`src/rtl/otter_mem_pkg.sv`:
```
// Shared types and constants for the memory-stage load/store unit.
// The optional misalignment trap is controlled by the LSU_MISALIGN_TRAP_EN macro.
package otter_mem_pkg;

    typedef enum logic [1:0] {
        BYTE = 2'b00,
        HALF = 2'b01,
        WORD = 2'b10
    } mem_size_t;

    typedef enum logic [1:0] {
        IDLE = 2'b00,
        REQ  = 2'b01,
        DONE = 2'b10
    } lsu_state_t;

    // ResultSrcM encoding that marks a load
    localparam logic [1:0] RESULT_SRC_MEM_DEF = 2'b01;

    // Byte-enable patterns for a lane-0 access of each size
    localparam logic [3:0] BE_BYTE = 4'b0001;
    localparam logic [3:0] BE_HALF = 4'b0011;
    localparam logic [3:0] BE_WORD = 4'b1111;

    // Size code 2'b11 has no meaning of its own and behaves as a word
    function automatic mem_size_t decodeSize(input logic [1:0] code);
        mem_size_t s;
        case (code)
            2'b00:   s = BYTE;
            2'b01:   s = HALF;
            default: s = WORD;
        endcase
        return s;
    endfunction

endpackage

```
`src/rtl/mem_stage_lsu_if.sv`:
```
// Data-bus bundle between the M-stage LSU (master) and the memory (slave).
interface mem_stage_lsu_if;
    logic        BusReq;
    logic        BusWe;
    logic [31:0] BusAddr;
    logic [31:0] BusWData;
    logic [3:0]  BusBe;
    logic        BusAck;
    logic [31:0] BusRData;

    modport master (
        output BusReq, BusWe, BusAddr, BusWData, BusBe,
        input  BusAck, BusRData
    );

    modport slave (
        input  BusReq, BusWe, BusAddr, BusWData, BusBe,
        output BusAck, BusRData
    );
endinterface

```
`src/rtl/lsu_align.sv`:
```
// Combinational lane formatting: store byte enables / replicated write data,
// and load extraction with sign or zero extension. Offsets finer than the
// access size are aligned down.
module lsu_align
    import otter_mem_pkg::*;
(
    input  logic [1:0]  AddrLo,
    input  mem_size_t   Size,
    input  logic        ZeroExt,
    input  logic [31:0] StoreData,
    input  logic [31:0] RawRData,
    output logic [3:0]  ByteEn,
    output logic [31:0] LaneWData,
    output logic [31:0] LoadData
);
    logic [1:0]  offset;
    logic [31:0] shifted;

    // Lane selection, store replication and load extension per access size
    always_comb begin
        offset    = 2'b00;
        ByteEn    = BE_WORD;
        LaneWData = StoreData;
        case (Size)
            BYTE: begin
                offset    = AddrLo;
                ByteEn    = BE_BYTE << offset;
                LaneWData = {4{StoreData[7:0]}};
            end
            HALF: begin
                offset    = {AddrLo[1], 1'b0};
                ByteEn    = BE_HALF << offset;
                LaneWData = {2{StoreData[15:0]}};
            end
            default: begin
                offset    = 2'b00;
                ByteEn    = BE_WORD;
                LaneWData = StoreData;
            end
        endcase
        shifted = RawRData >> {offset, 3'b000};
        case (Size)
            BYTE:    LoadData = ZeroExt ? {24'd0, shifted[7:0]}
                                        : {{24{shifted[7]}}, shifted[7:0]};
            HALF:    LoadData = ZeroExt ? {16'd0, shifted[15:0]}
                                        : {{16{shifted[15]}}, shifted[15:0]};
            default: LoadData = shifted;
        endcase
    end
endmodule

```
`src/rtl/mem_stage_lsu.sv`:
```
// Memory-stage load/store unit: issues one req/ack bus transaction per
// M-stage access, stalls the pipeline until it retires, and aborts with a
// one-cycle BusErrM pulse if no ack arrives within TIMEOUT_CYCLES.
// Optional feature macro: LSU_MISALIGN_TRAP_EN (adds MisalignM and
// suppresses misaligned accesses instead of aligning them down).
module mem_stage_lsu
    import otter_mem_pkg::*;
#(
    parameter int         TIMEOUT_CYCLES = 255,
    parameter logic [1:0] RESULT_SRC_MEM = RESULT_SRC_MEM_DEF
) (
    input  logic                  CLK,
    input  logic                  RST_N,
    input  logic                  MemWriteM,
    input  logic [1:0]            ResultSrcM,
    input  logic [31:0]           ALUResultM,
    input  logic [31:0]           WriteDataM,
    input  logic [1:0]            MemSizeM,
    input  logic                  MemSignM,
    mem_stage_lsu_if.master       bus,
    output logic [31:0]           ReadDataM,
    output logic                  StallM,
    output logic                  BusErrM
`ifdef LSU_MISALIGN_TRAP_EN
    ,
    output logic                  MisalignM
`endif
);
    localparam int             CNT_W    = $clog2(TIMEOUT_CYCLES + 1);
    localparam logic [CNT_W-1:0] CNT_LAST = CNT_W'(TIMEOUT_CYCLES - 1);
    localparam logic [CNT_W-1:0] CNT_MAX  = CNT_W'(TIMEOUT_CYCLES);

    lsu_state_t       stateReg, stateNext;
    logic [CNT_W-1:0] toCount;
    logic [1:0]       offReg;
    mem_size_t        sizeReg;
    logic             zextReg;

    mem_size_t   sizeM;
    logic        access, misaligned, issue, timeoutHit;
    logic [1:0]  alignOff;
    mem_size_t   alignSize;
    logic        alignZext;
    logic [3:0]  laneBe;
    logic [31:0] laneWData, loadData;

    assign sizeM  = decodeSize(MemSizeM);
    assign access = MemWriteM | (ResultSrcM == RESULT_SRC_MEM);

`ifdef LSU_MISALIGN_TRAP_EN
    assign misaligned = ((sizeM == HALF) & ALUResultM[0]) |
                        ((sizeM == WORD) & (ALUResultM[1:0] != 2'b00));
    assign MisalignM  = (stateReg == IDLE) & access & misaligned;
`else
    assign misaligned = 1'b0;
`endif

    assign issue = access & ~misaligned;

    // In IDLE the formatter sees the live access (store lanes, byte enables);
    // afterwards it sees the latched load info for capturing BusRData.
    assign alignOff  = (stateReg == IDLE) ? ALUResultM[1:0] : offReg;
    assign alignSize = (stateReg == IDLE) ? sizeM : sizeReg;
    assign alignZext = (stateReg == IDLE) ? MemSignM : zextReg;

    lsu_align uAlign (
        .AddrLo    (alignOff),
        .Size      (alignSize),
        .ZeroExt   (alignZext),
        .StoreData (WriteDataM),
        .RawRData  (bus.BusRData),
        .ByteEn    (laneBe),
        .LaneWData (laneWData),
        .LoadData  (loadData)
    );

    assign bus.BusReq = (stateReg == REQ);

    // Next-state logic, stall and timeout detection
    always_comb begin
        stateNext  = stateReg;
        timeoutHit = 1'b0;
        StallM     = 1'b0;
        case (stateReg)
            IDLE: begin
                StallM = issue;
                if (issue) stateNext = REQ;
            end
            REQ: begin
                StallM = 1'b1;
                if (bus.BusAck) begin
                    stateNext = DONE;
                end else if (toCount >= CNT_LAST) begin
                    timeoutHit = 1'b1;
                    stateNext  = DONE;
                end
            end
            DONE:    stateNext = IDLE;
            default: stateNext = IDLE;
        endcase
    end

    // State register
    always_ff @(posedge CLK or negedge RST_N) begin
        if (!RST_N) stateReg <= IDLE;
        else        stateReg <= stateNext;
    end

    // Request latching, load capture, timeout counter and error pulse
    always_ff @(posedge CLK or negedge RST_N) begin
        if (!RST_N) begin
            bus.BusWe    <= 1'b0;
            bus.BusAddr  <= 32'd0;
            bus.BusWData <= 32'd0;
            bus.BusBe    <= 4'd0;
            ReadDataM    <= 32'd0;
            BusErrM      <= 1'b0;
            toCount      <= '0;
            offReg       <= 2'b00;
            sizeReg      <= BYTE;
            zextReg      <= 1'b0;
        end else begin
            BusErrM <= 1'b0;
            if (stateReg == IDLE && issue) begin
                bus.BusWe    <= MemWriteM;
                bus.BusAddr  <= {ALUResultM[31:2], 2'b00};
                bus.BusWData <= laneWData;
                bus.BusBe    <= laneBe;
                offReg       <= ALUResultM[1:0];
                sizeReg      <= sizeM;
                zextReg      <= MemSignM;
                toCount      <= '0;
            end else if (stateReg == REQ) begin
                if (bus.BusAck) begin
                    if (!bus.BusWe) ReadDataM <= loadData;
                end else if (timeoutHit) begin
                    ReadDataM <= 32'd0;
                    BusErrM   <= 1'b1;
                end else if (toCount != CNT_MAX) begin
                    toCount <= toCount + 1'b1;
                end
            end
        end
    end
endmodule
```
`src/flat_wrapper.sv`:
```
// flat-port wrapper written by rule: the top's interface ports become plain ports
module mem_stage_lsu_flat import otter_mem_pkg::*;
#(
    parameter int         TIMEOUT_CYCLES = 255,
    parameter logic [1:0] RESULT_SRC_MEM = RESULT_SRC_MEM_DEF
)
  (CLK, RST_N, MemWriteM, ResultSrcM, ALUResultM, WriteDataM, MemSizeM, MemSignM, ReadDataM, StallM, BusErrM, bus_BusReq, bus_BusWe, bus_BusAddr, bus_BusWData, bus_BusBe, bus_BusAck, bus_BusRData);
  mem_stage_lsu_if bus_i ();
  input  logic CLK;
  input  logic RST_N;
  input  logic MemWriteM;
  input  logic [1:0] ResultSrcM;
  input  logic [31:0] ALUResultM;
  input  logic [31:0] WriteDataM;
  input  logic [1:0] MemSizeM;
  input  logic MemSignM;
  output logic [31:0] ReadDataM;
  output logic StallM;
  output logic BusErrM;
  output wire logic [$bits(bus_i.BusReq)-1:0] bus_BusReq;
  output wire logic [$bits(bus_i.BusWe)-1:0] bus_BusWe;
  output wire logic [$bits(bus_i.BusAddr)-1:0] bus_BusAddr;
  output wire logic [$bits(bus_i.BusWData)-1:0] bus_BusWData;
  output wire logic [$bits(bus_i.BusBe)-1:0] bus_BusBe;
  input wire logic [$bits(bus_i.BusAck)-1:0] bus_BusAck;
  input wire logic [$bits(bus_i.BusRData)-1:0] bus_BusRData;
  assign bus_BusReq = bus_i.BusReq;
  assign bus_BusWe = bus_i.BusWe;
  assign bus_BusAddr = bus_i.BusAddr;
  assign bus_BusWData = bus_i.BusWData;
  assign bus_BusBe = bus_i.BusBe;
  assign bus_i.BusAck = bus_BusAck;
  assign bus_i.BusRData = bus_BusRData;
  mem_stage_lsu #(.TIMEOUT_CYCLES(TIMEOUT_CYCLES), .RESULT_SRC_MEM(RESULT_SRC_MEM)) u_core (.CLK(CLK), .RST_N(RST_N), .MemWriteM(MemWriteM), .ResultSrcM(ResultSrcM), .ALUResultM(ALUResultM), .WriteDataM(WriteDataM), .MemSizeM(MemSizeM), .MemSignM(MemSignM), .bus(bus_i), .ReadDataM(ReadDataM), .StallM(StallM), .BusErrM(BusErrM));
endmodule
```
`config.mk`:
```
export PLATFORM = sky130hd
export DESIGN_NAME = mem_stage_lsu_flat
export DESIGN_NICKNAME = d
export VERILOG_FILES = /design/src/rtl/otter_mem_pkg.sv /design/src/rtl/mem_stage_lsu_if.sv /design/src/rtl/lsu_align.sv /design/src/rtl/mem_stage_lsu.sv /design/src/flat_wrapper.sv
export SDC_FILE = /design/constraint.sdc
export NUM_CORES = 1
export LEC_CHECK = 0
export CAP_MARGIN = 15
export CORE_AREA = 2 2 113 115
export CTS_BUF_LIST = sky130_fd_sc_hd__clkbuf_2 sky130_fd_sc_hd__clkbuf_4 sky130_fd_sc_hd__clkbuf_8
export CTS_CLUSTER_SIZE = 24
export DETAILED_ROUTE_END_ITERATION = 12
export DIE_AREA = 0 0 115 117
export PLACE_DENSITY = 0.83
export REMOVE_ABC_BUFFERS = 1
export SLEW_MARGIN = 20
export SYNTH_ARGS = -nofsm -noshare
export SYNTH_HDL_FRONTEND = slang
export SYNTH_SLANG_ARGS = --single-unit
```
`constraint.sdc`:
```
create_clock -name CLK -period 3.3 [get_ports CLK]
set_clock_uncertainty 0.05 [all_clocks]
set_input_delay 0.33 -clock CLK [delete_from_list [all_inputs] [get_ports CLK]]
set_output_delay 0.33 -clock CLK [all_outputs]
set_load 0.005 [all_outputs]
```
# After elaboration in Yosys (flattened, before gate mapping)
# Index checks and enable logic that the tools add are counted.
[op_classes]
add_sub_neg = 1
n_lt_le_gt_ge = 1
eq_ne = 10
shifts = 3
n_mux = 30
n_bitwise = 2
n_reduce_logical = 10
[op_table]
columns = ["operator", "n"]
rows = [
  ["$mux 32", 5],
  ["$pmux 32 s2", 2],
  ["$mux 8", 5],
  ["$shr 32x5->32", 1],
  ["$pmux 2 s2", 3],
  ["$mux 2", 5],
  ["$add 8x1->8 const B", 1],
  ["$eq 2x1->1 const B", 4],
  ["$ge 8x8->1 const B", 1],
  ["$mux 1", 8],
  ["$ne 8x8->1 const B", 1],
  ["$pmux 4 s2", 1],
  ["$reduce_and 4->1", 2],
  ["$logic_not 2->1", 3],
  ["$reduce_bool 2->1", 3],
  ["$ne 2x1->1 const B", 2],
  ["$ne 2x2->1 const B", 2],
  ["$shl 1x2->4 const A", 1],
  ["$shl 2x2->4 const A", 1],
  ["$ne 3x1->1 const B", 1],
  ["$pmux 1 s2", 1],
  ["$reduce_and 2->1", 1],
  ["$logic_and 1x1->1", 1],
  ["$not 1->1", 1],
  ["$or 1x1->1", 1],
]
[word_totals]
register_bits = 115
inputBits = 105
output_inout_bits = 104
wordCells = 68

# Longest topological paths before layout
[depth]
depth_word = 10
mapped_depth = 9

# Modules after synthesis
# From an unflattened synthesis, not the netlist that was laid out.
[unflattened]
cells_unflattened = 602
area_unflattened_um2 = 5935.7
[by_module_without_submodules]
columns = ["module", "n_inst", "cells_per_inst", "area_per_inst_um2"]
rows = [
  ["mem_stage_lsu", 1, 458, 4642.0],
  ["lsu_align", 1, 144, 1293.7],
]

# Worst setup path after synthesis
# OpenSTA, ideal clock, no wires.
[synth_timing]
kind = "register -> register"
startpoint = "register u_core.stateReg[0]"
endpoint = "register u_core.ReadDataM[18]"
setup_ns = 0.128
arrival_ns = 2.115
required_time_ns = 3.122
setup_slack_ns = 1.007
stages_incl_launch_ff = 8
path_buffers = 1
period_less_slack_ns = 2.293
path_cell_list = "dfrtp_1 or4_1 o31ai_2 and2_4 mux4_2 nand4b_4 buf_6 nand3_1"
[synth_between]
elab_chain_cells = 9
elab_cells_between_ends = 19
cone_classes = "eq/ne: 2; shift: 1; mux: 10; bitwise: 1; reduce/logical: 5"
[synth_lines]
columns = ["element", "line", "text"]
rows = [
  ["from (decl)", "mem_stage_lsu.sv:33", "lsu_state_t stateReg, stateNext;"],
  ["from (signal assigned)", "mem_stage_lsu.sv:106", "else stateReg <= stateNext;"],
  ["$logic_not 2->1", "--", ""],
  ["$mux 2", "mem_stage_lsu.sv:63", "assign alignSize = (stateReg == IDLE) ? sizeM : sizeReg;"],
  ["$eq 2x1->1 / $logic_not 2->1 (equally long branches)", "lsu_align.sv:24, lsu_align.sv:42", ""],
  ["$pmux 2 s2", "lsu_align.sv:24", "case (Size)"],
  ["$shr 32x5->32", "lsu_align.sv:41", "shifted = RawRData >> {offset, 3'b000};"],
  ["$mux 32, on equally long branches", "lsu_align.sv:45, lsu_align.sv:43", ""],
  ["$pmux 32 s2", "lsu_align.sv:42", "case (Size)"],
  ["$mux 32", "mem_stage_lsu.sv:135", "if (!bus.BusWe) ReadDataM <= loadData;"],
  ["$mux 32", "mem_stage_lsu.sv:134", "if (bus.BusAck) begin"],
  ["to (signal assigned)", "mem_stage_lsu.sv:135", ""],
  ["to (decl)", "mem_stage_lsu.sv:21", "output logic [31:0] ReadDataM,"],
]
# Several ways; a longest one is shown, not always the timed one. The select of a mux whose other input is x is not followed.
# A chain may end at the register's enable or synchronous reset.

# Worst setup path in the final report
[layout_timing]
startpoint = "register u_core.stateReg[0]"
endpoint = "register u_core.ReadDataM[15]"
# Same word-level chain as after synthesis.

==> results.ini <==
[global_routing]
antenna_found_initial = 0
gr-max-usage-layer = met2
gr-total-overflow = 0
grt_start_max_net_pins = 60
grt_pass1_wl_mm = 24.5
grt_pass1_vias = 4867
grt_use_met1 = 0.277
track_usage = 0.235
grtUsageMet2 = 0.385
met3_usage = 0.0953

[sta]
tns_ps = 0
rsz0062_at_grt = no
postLayoutSetupSlackWorst_ps = 651
hold_viol = 0
fin_crit_sh = 0.803
drv_slew = 0
period_needed_ps = 2650
setup_violations = 0
tightest_slew_ps = 746
max_freq_mhz = 378
slew_headroom = 0.503

[floorplan]
fp.dieW_um = 115
die_area_mm2 = 0.0135
io-pin-count = 209
core_area_mm2 = 0.0123
initial_core_util = 0.436
die_h_um = 117
fp-row-count = 41

[worst_hold_path]
holdPathStages = 3
hold_path_class = primary input to flip-flop

[drt]
drt-wirelength-per-cell_um = 16.6
ant_nets = 0
dr.pass1.iters = 5
drc_errors = 0
num_vias = 4926
viasPerCell = 5.24
drt_wl_total_mm = 15.6
drt-initial-drc-count = 403

[setup_path]
start_kind = flip-flop
crit_type = flip-flop to flip-flop
worst-path-stages = 5
worst_ep_arrival_time_ps = 2880
reg2regPathDepth = 5
crit_required_ps = 3530
slowest_delay_ps = 670
cp_cell_sequence = or2_1 -> a31oi_4 -> mux4_2 -> nand4b_4 -> o311ai_0
cp-end-kind = flip-flop
path_buf_inv = 0
critPathTopFamily = compound AO/OA/AOI/OAI gates
worstPathMaxFanout = 24
slowest_stage = a31oi_4

[pwr]
power_leakage_nw = 3.75
power_mw = 7.11
p_per_area_mw_per_mm2 = 888
max-vdd-ir-drop_mv = 0.409

[synth]
synth_top_area_share = 0.536
yosysSeqAreaShare = 0.536
synth.distinct_cells = 48
yosys.area.top_type = dfrtp_1
synthTopCellsByArea = dfrtp_1 (54%), nand2_1 (14%), mux2i_1 (6.5%), o21ai_0 (5.0%), mux2_2 (3.6%)
synthArstFlopShare = 1.00
syn_avg_cell_area_um2 = 9.41
synthFlopType = dfrtp_1
synthTopCellsByCount = nand2_1 (201), dfrtp_1 (115), o21ai_0 (54)
post-synth-top-count-cell = nand2_1
postSynthCellCount = 571
ys_warn_count = 0
netlist_area_mm2 = 0.00537
synth_edf_count = 0
ys_seq_elements = 115

[clock_tree]
cts_max_path_buffers = 2
cts_tree = yes
cts_buffers = 17
clock_latency_ps = 420
post_cts_buffers = 0
clock-sinks = 115
clock-root-buffer = clkbuf_8
clkTransAtPathRegs_ps = 70
cts.htree.levels = 4
cts_resized = 0

[placement]
dp.cells = 907
portBuffers = 206
gp_congestion = 0.895
dpl_worst_slack_ps = 350
hpwlAfterDp_mm = 11.5

[finish]
final_net_count = 884
multi_input_area_mm2 = 0.00235
ff_latch_area_mm2 = 0.00288
final_layout_size_suffix_gt1_frac = 0.0975
fin_cells = 940
n_antenna_cell = 0
final_util = 0.650
syn2layout_area_growth_pct = 49.0
n_fill_cell = 1008

[run]
maxCapViolCount = 0

[status]
status = finished clean

registers in the layout (all words and copies together) (netlist names):
signal,cells
u_core.sizeReg,2
u_core.BusErrM,1
u_core.offReg,2
u_core.stateReg,2
u_core.zextReg,1
u_core.ReadDataM,32
u_core.bus.BusBe,4
u_core.toCount,8
u_core.bus.BusWe,1
u_core.bus.BusWData,32
u_core.bus.BusAddr,30
routing by layer:
layer	vias to the layer above	part of all wire	wire length, um
met3	30	0.098	1540
met4	0	0.026	402
li1	2343	-	-
met1	2336	0.39	6150
met2	217	0.48	7540
met5	-	0	0
metrics by stage:
stage          hold WS (ps)  instance area, um^2
2_1_floorplan         -15.6                 5210
3_3_place_gp            389                 7610
3_5_place_dp            397                 7610
4_1_cts                 344                 8010
5_1_grt                 345                 8010
6_report                373                 8010
layout make-up:
class	instances	area share
Clock buffer	22	0.0355
Clock inverter	10	0.0134
Inverter	3	0.00141
Multi-Input combinational cell	419	0.294
Sequential cell	115	0.359
Tap cell	150	0.0234
Timing Repair Buffer	221	0.273
cell families (layout without fill, tap and decap cells):
group           after synthesis  count (layout)  share of synthesized area
flops                       115             115                      0.536
mux                          54              54                      0.108
simple gates                262             262                      0.204
other cells                   1               2                   0.000698
fa+ha+maj                     2               2                    0.00466
compound gates               94              94                      0.106
buf+inv                      38             256                     0.0335
xor+xnor                      5               5                    0.00815
cells in the final DEF (no fill, tap or decap), types with 2 or more instances in the layout:
cell type and instances:
clkdlybuf4s50_1 205, nand2_1 201, dfrtp_1 115, o21ai_0 53, mux2i_1 35, nand3_1 20
nor2_1 19, clkbuf_8 19, mux2_2 17, buf_4 14, a21oi_1 11, a22oi_1 7
o211ai_1 7, clkinv_2 5, inv_1 3, nand4_1 3, xor2_1 3, o21a_1 3
clkbuf_4 3, clkinvlp_4 3, nor2b_1 2, nand2b_1 2, nor3_1 2, xnor2_1 2
o21ai_1 2, ha_1 2, conb_1 2, bufinv_16 2
final timing paths:
check,slack [ps],end,startpoint
max,650,u_core.ReadDataM[15],u_core.stateReg[0]
max in group asynchronous,1960,u_core.offReg[0],RST_N
min in group asynchronous,470,u_core.BusErrM,RST_N
min reg2reg,420,u_core.bus.BusAddr[3],u_core.bus.BusAddr[3]
min,370,u_core.bus.BusAddr[18],ALUResultM[18]
max reg2reg,650,u_core.ReadDataM[15],u_core.stateReg[0]
report_power, final:
group,total (mW),leakage [nW],switching [mW],internal [mW]
clock network,1.29,0.199,0.560,0.728
registers,2.44,1.44,0.400,2.04
logic,3.38,2.11,1.54,1.84
repair_timing:
action,4_1_cts,5_1_grt
hold endpoints to repair,56,0
endpoints found under the setup margin,0,0
hold buffers,1,0
tightest hold or removal path: stages:
cell	delay (ps)
clkdlybuf4s50_1	390
nand2_1	50
nand2_1	40
Note: power is estimated with default switching activity, not from simulation.
